--- src/rtl/canvas_write_arbiter.sv ---
// Arbitrates freehand-tool pixel writes against a full-layer clear sweep onto four canvas layers.
// Optional CANVAS_CLEAR_YIELD_EN lets tool writes preempt an in-progress sweep.
module canvas_write_arbiter #(
    parameter int WIDTH       = 640,
    parameter int HEIGHT      = 480,
    parameter int COLOR_WIDTH = 8,
    // Default corresponds to COLOR_NONE (all zeros).
    parameter logic [COLOR_WIDTH-1:0] CLEAR_COLOR = '0
) (
    input  logic                       clk,
    input  logic                       reset,
    input  logic                       tool_valid,
    input  logic [$clog2(WIDTH)-1:0]   tool_x,
    input  logic [$clog2(HEIGHT)-1:0]  tool_y,
    input  logic [COLOR_WIDTH-1:0]     tool_color,
    input  logic [2:0]                 tool_layer,
    output logic                       tool_ready,
    input  logic                       clear_req,
    input  logic [2:0]                 clear_layer,
    output logic [3:0]                 wr_en,
    output logic [$clog2(WIDTH)-1:0]   wr_x,
    output logic [$clog2(HEIGHT)-1:0]  wr_y,
    output logic [COLOR_WIDTH-1:0]     wr_color,
    output logic                       busy,
    output logic                       clear_done
);

    localparam int XW = $clog2(WIDTH);
    localparam int YW = $clog2(HEIGHT);
    localparam logic [XW-1:0] X_LAST = XW'(WIDTH - 1);
    localparam logic [YW-1:0] Y_LAST = YW'(HEIGHT - 1);

    typedef enum logic [1:0] {
        ST_IDLE,
        ST_CLEAR,
        ST_DONE
    } state_t;

    state_t                 state_q, state_d;
    logic [2:0]             layer_q, layer_d;
    logic [XW-1:0]          cx_q, cx_d;
    logic [YW-1:0]          cy_q, cy_d;
    logic [3:0]             wr_en_q, wr_en_d;
    logic [XW-1:0]          wr_x_q, wr_x_d;
    logic [YW-1:0]          wr_y_q, wr_y_d;
    logic [COLOR_WIDTH-1:0] wr_color_q, wr_color_d;

    logic       take_sweep;
    logic       take_tool;
    logic [3:0] tool_onehot;
    logic [3:0] clear_onehot;

    // Layers are numbered 1..4; anything else maps to no write enable.
    function automatic logic [3:0] layer_onehot(input logic [2:0] layer);
        logic [3:0] oh;
        oh = 4'b0000;
        case (layer)
            3'd1:    oh = 4'b0001;
            3'd2:    oh = 4'b0010;
            3'd3:    oh = 4'b0100;
            3'd4:    oh = 4'b1000;
            default: oh = 4'b0000;
        endcase
        return oh;
    endfunction

    assign tool_onehot  = layer_onehot(tool_layer);
    assign clear_onehot = layer_onehot(clear_layer);

    always_comb begin
        state_d    = state_q;
        layer_d    = layer_q;
        cx_d       = cx_q;
        cy_d       = cy_q;
        tool_ready = 1'b0;
        take_sweep = 1'b0;

        case (state_q)
            ST_IDLE: begin
                tool_ready = 1'b1;
                if (clear_req && (clear_onehot != 4'b0000)) begin
                    state_d = ST_CLEAR;
                    layer_d = clear_layer;
                    cx_d    = '0;
                    cy_d    = '0;
                end
            end
            ST_CLEAR: begin
`ifdef CANVAS_CLEAR_YIELD_EN
                tool_ready = 1'b1;
                take_sweep = ~tool_valid;
`else
                tool_ready = 1'b0;
                take_sweep = 1'b1;
`endif
            end
            ST_DONE: begin
                tool_ready = 1'b1;
                state_d    = ST_IDLE;
            end
            default: state_d = ST_IDLE;
        endcase

        // Raster advance; the final pixel write moves the FSM to DONE.
        if (take_sweep) begin
            if (cx_q == X_LAST) begin
                cx_d = '0;
                if (cy_q == Y_LAST) begin
                    cy_d    = '0;
                    state_d = ST_DONE;
                end else begin
                    cy_d = cy_q + YW'(1);
                end
            end else begin
                cx_d = cx_q + XW'(1);
            end
        end
    end

    assign take_tool = tool_valid & tool_ready;

    // Address/data only move when a write is actually issued.
    always_comb begin
        wr_en_d    = 4'b0000;
        wr_x_d     = wr_x_q;
        wr_y_d     = wr_y_q;
        wr_color_d = wr_color_q;
        if (take_tool) begin
            if (tool_onehot != 4'b0000) begin
                wr_en_d    = tool_onehot;
                wr_x_d     = tool_x;
                wr_y_d     = tool_y;
                wr_color_d = tool_color;
            end
        end else if (take_sweep) begin
            wr_en_d    = layer_onehot(layer_q);
            wr_x_d     = cx_q;
            wr_y_d     = cy_q;
            wr_color_d = CLEAR_COLOR;
        end
    end

    always_ff @(posedge clk or negedge reset) begin
        if (!reset) begin
            state_q    <= ST_IDLE;
            layer_q    <= 3'd0;
            cx_q       <= '0;
            cy_q       <= '0;
            wr_en_q    <= 4'b0000;
            wr_x_q     <= '0;
            wr_y_q     <= '0;
            wr_color_q <= '0;
        end else begin
            state_q    <= state_d;
            layer_q    <= layer_d;
            cx_q       <= cx_d;
            cy_q       <= cy_d;
            wr_en_q    <= wr_en_d;
            wr_x_q     <= wr_x_d;
            wr_y_q     <= wr_y_d;
            wr_color_q <= wr_color_d;
        end
    end

    assign wr_en      = wr_en_q;
    assign wr_x       = wr_x_q;
    assign wr_y       = wr_y_q;
    assign wr_color   = wr_color_q;
    assign busy       = (state_q == ST_CLEAR);
    assign clear_done = (state_q == ST_DONE);

endmodule

--- config.mk ---
export PLATFORM = sky130hd
export DESIGN_NAME = canvas_write_arbiter
export DESIGN_NICKNAME = d
export VERILOG_FILES = /design/src/rtl/canvas_write_arbiter.sv
export SDC_FILE = /design/constraint.sdc
export NUM_CORES = 1
export LEC_CHECK = 0
export CAP_MARGIN = 40
export CORE_MARGIN = 2
export CORE_UTILIZATION = 52
export CTS_CLUSTER_SIZE = 40
export DETAILED_ROUTE_END_ITERATION = 10
export GPL_TIMING_DRIVEN = 1
export PLACE_DENSITY = 0.81
export RECOVER_POWER = 25
export SYNTH_ARGS = -nofsm -noshare
export SYNTH_HDL_FRONTEND = slang
export SYNTH_SLANG_ARGS = --single-unit
export TNS_END_PERCENT = 1
--- constraint.sdc ---
create_clock -name clk -period 4.2 [get_ports clk]
set_input_delay 0.63 -clock clk [delete_from_list [all_inputs] [get_ports clk]]
set_output_delay 0.63 -clock clk [all_outputs]
set_load 0.01 [all_outputs]
==> results.md <==
- The flow ran to the end, but the final reports show violations.
- The checks that failed: capacitance limit, slew limit.
- TritonCTS created 5 clock buffers.
- The global-route usage over all layers is 0.230.
- The logic gate share of total power is 0.065.
- Dividing the detail-routed wire length by the instance count gives 14.9 um.
- The number of antenna violations at the first check in global routing was 0.
- The number of hold buffers added after CTS was 0.
- Post-CTS timing repair inserted 0 buffers for setup.
- The latest clock arrival within the worst-skew pair is 0.30 ns.
- The cell-internal power is 678 uW.
- The post-route setup TNS is 0 ns.
- The critical path startpoint category is a register.
- The worst min-delay path category is register to register.
- In this run the tightest slew margin relative to its limit is -0.918.
- The final critical path time including I/O delays and setup is 3.06 ns.
- The I/O pin total is 71.
- The summed instance area of the synthesized netlist is 2640 um^2.
- For this run, the share of the core covered by cells in the final layout is 0.723.
- Leaving out fill and tap cells, the most frequent cells in the layout are sky130_fd_sc_hd__clkdlybuf4s50_1 (69), sky130_fd_sc_hd__dfrtp_1 (55), sky130_fd_sc_hd__nand2_1 (47).
- The peak supply drop is 142 uV.
- The number of hold violations in the final report is 0.
- After detailed routing, the number of remaining DRC violations is 0.
- For this block, the initial DRC count from the detailed router was 98.
- The die is 75.3 um tall.
- The last weighted congestion value of the routability-driven placer is 0.795.
- For this block, the via count after detailed routing is 2248.
- The total wire length is 6.01 mm.
- The longest individual stage delay on the worst path is 0.60 ns.
- Clock tree synthesis found a total of 55 sinks.
- The count of inserted antenna diode cells is 0.
- The flip-flop cell with the highest count after synthesis is sky130_fd_sc_hd__dfrtp_1.
- Using the TritonRoute via totals, the vias-per-cell ratio works out to 5.59.
- The post-placement cell area is 3410 um^2.
- Counting along the longest clock path gives a buffer depth of 2.
- The area growth from synthesis to layout is 31.7%.
- The kind of end point of the critical path is an output port.
- For this run, the top clock speed supported by timing is 327 MHz.
- The post-layout instance count excluding filler cells is 402.
- The proportion of total power due to net switching is 0.206.
- The worst hold path begins at wr_x[0].
- In this run the power spent charging and discharging nets is 176 uW.
- Of the cells placed in the final design, the portion with a size suffix greater than 1 is 0.0657.
- The most common cell after layout, fill and taps aside is sky130_fd_sc_hd__clkdlybuf4s50_1.
- The number of synthesized flops with an enable pin is 0.
- The total number of yosys warnings is 0.
- The number of placed instances, taps included, is 396.
- After clock tree synthesis, the clock-pin slew on the worst setup and hold paths is 0.09 ns.
- The H-tree was split into 2 levels.
- The worst register-to-register path begins at state_q[0].
- The clock arrives with 0.00981 ns of skew.
- Counting distinct cell types in the post-synthesis netlist gives 46.
- The start point of the critical path is state_q[0].
- The region available for standard cell placement spans 4820 um^2.
- The number of register bits inferred by synthesis is 55.
- The finished cells cover 3480 um^2.
- The initial cell density of the core is 0.549.
- When the netlist entered floorplanning its net count stood at 307.
- The static leakage is 0.00133 uW.
- The tool flagged a number of max-cap violations equal to 1.
- The wire length of the first global-routing pass is 10.0 mm.
- Setup repair after global routing left no endpoint under its margin.
- The cell at the slowest stage of the critical path is sky130_fd_sc_hd__clkdlybuf4s50_1.
- The critical-path maximum fanout is 21.
- The detailed placement HPWL is 4.30 mm.
- The critical path buffer and inverter count is 2.
- The post-route antenna net violation count is 0.
- TritonCTS built the clock tree.
- Clock tree synthesis selected as its root buffer the cell sky130_fd_sc_hd__clkbuf_8.
- Data arrives at the worst endpoint at 2.43 ns.
- The type of the setup path with the least slack is register to output port.
- The signal on the critical path passes through nand2b_1 > clkinv_1 > clkdlybuf4s50_1.
- The total power per unit cell area is 245 nW/um^2.
- The area enclosed by the die boundary is 5670 um^2.
- In the finished design, the share of the clock period the worst path needs comes to 0.728.
- The sequential share of the synthesized area is 0.521.
- The transition time at the pin with the least slew margin is 2.88 ns.
- The post-route total power is 854 uW.
- The row count is 25.
- The number of instances in the synthesized netlist is 268.
- The number of global-route vias before repair is 2165.
- Counting flops with an async set or reset pin after synthesis yields a share of 1.00.
- For this run the aggregate overflow at the end of global routing stands at 0.
- For the worst setup path, the data required time is 3.57 ns.
- The proportion of power drawn by the clock network is 0.309.
- The max-slew violation count is 56.
- The number of gates resized after CTS was 0.
- The iteration count of the initial detailed-routing pass is 4.
- The count of input and output buffers is 70.
- The largest delay contributor family on the critical path is buffers and inverters.
- The pin count of the biggest net entering global routing is 56.
- The post-synthesis average cell area is 9.86 um^2.
- The final count of negative-setup-slack endpoints is 0.
- The number of nets in the layout is 375.
- The relative contribution of sequential cells to total power is 0.625.
- Measured along the x axis, the die boundary spans 75.3 um.
-- registers in the layout, indices dropped and copies added, names as in the netlist --
name and flops:
wr_color 8, wr_x 10, cx_q 10, layer_q 3, state_q 2, cy_q 9, wr_en 4, wr_y 9
-- cell type report --
class                           instances  area (um^2)
Timing Repair Buffer                   75          729
Clock buffer                            6         72.6
Tap cell                               67         83.8
Sequential cell                        55         1380
Fill cell                             405         1340
Inverter                                6         22.5
Multi-Input combinational cell        193         1200
-- tightest hold or removal path: stages, from the launching register on --
cell and delay, ns:
sky130_fd_sc_hd__dfrtp_1 0.35, sky130_fd_sc_hd__nand2_1 0.05, sky130_fd_sc_hd__o21ai_0 0.06
-- cell families (layout without fill, tap and decap cells) --
| logic type | Yosys count | count (layout) | share of synthesized area |
|---|---|---|---|
| and+or+nand+nor | 96 | 96 | 0.185 |
| muxes | 22 | 22 | 0.0848 |
| DFF | 55 | 55 | 0.521 |
| buffers and inverters | 20 | 87 | 0.0298 |
| adders and majority gates | 2 | 2 | 0.00947 |
| xor gates and xnor gates | 3 | 3 | 0.00994 |
| AOI/OAI and AO/OA | 70 | 70 | 0.160 |
-- routing by layer --
metal	global-route usage	wire (um)	part of all wire
met5	0	0	0
met4	0.0721	72	0.012
met3	0.0495	355	0.059
met2	0.358	2810	0.47
met1	0.324	2770	0.46
-- final timing paths --
| path | end | slack (ns) | cells past startpoint |
|---|---|---|---|
| worst max-delay path | busy | 1.14 | 3 |
| worst min-delay path | wr_x[0] | 0.48 | 2 |
| worst max register to register | cx_q[6] | 1.57 | 5 |
| worst min register to register | wr_x[0] | 0.48 | 2 |
| max in group asynchronous | wr_y[0] | 1.23 | 2 |
| min in group asynchronous | wr_color[4] | 1.35 | 2 |
-- cells in the mapped netlist, drive strengths merged, types with 2 or more instances --
library cell  count  area share
o41ai             3      0.0099
clkbuf           10       0.014
ha                2      0.0095
nand3            13       0.025
a31oi            10       0.024
nand2            47       0.067
dfrtp            55        0.52
nor2b             4      0.0095
and4              3       0.010
mux2i            19       0.072
o2bb2ai           2      0.0066
a21o              2      0.0062
nand3b            2      0.0057
or4               2      0.0071
a32o              2      0.0076
a22o              2      0.0066
and3              4      0.0095
o21ai            39       0.074
a21oi             5      0.0095
buf               4      0.0071
a41oi             2      0.0066
xor2              2      0.0066
and2              2      0.0052
or3               5       0.012
nor2              3      0.0043
nand4             4       0.012
inv               5      0.0071
mux2              3       0.013
-- stage by stage --
| step | setup slack [ns] | hold WS, ns |
|---|---|---|
| after detailed placement | 1.51 | 0.470 |
| after global routing | 0.668 | 0.506 |
| after global placement | 1.57 | 0.460 |
| after CTS | 1.14 | 0.466 |
| after floorplan | 2.31 | 0.334 |
| final | 1.14 | 0.481 |
-- power by group through the flow --
stage | registers [uW] | clock network, uW | logic [uW]
5_1_grt | 534 | 291 | 61.2
6_report | 534 | 264 | 55.9
2_1_floorplan | 545 | 0 | 5.64
3_3_place_gp | 544 | 0 | 56.8
3_5_place_dp | 544 | 0 | 57.2
4_1_cts | 534 | 272 | 57.5
(Power assumes the default switching activity.)
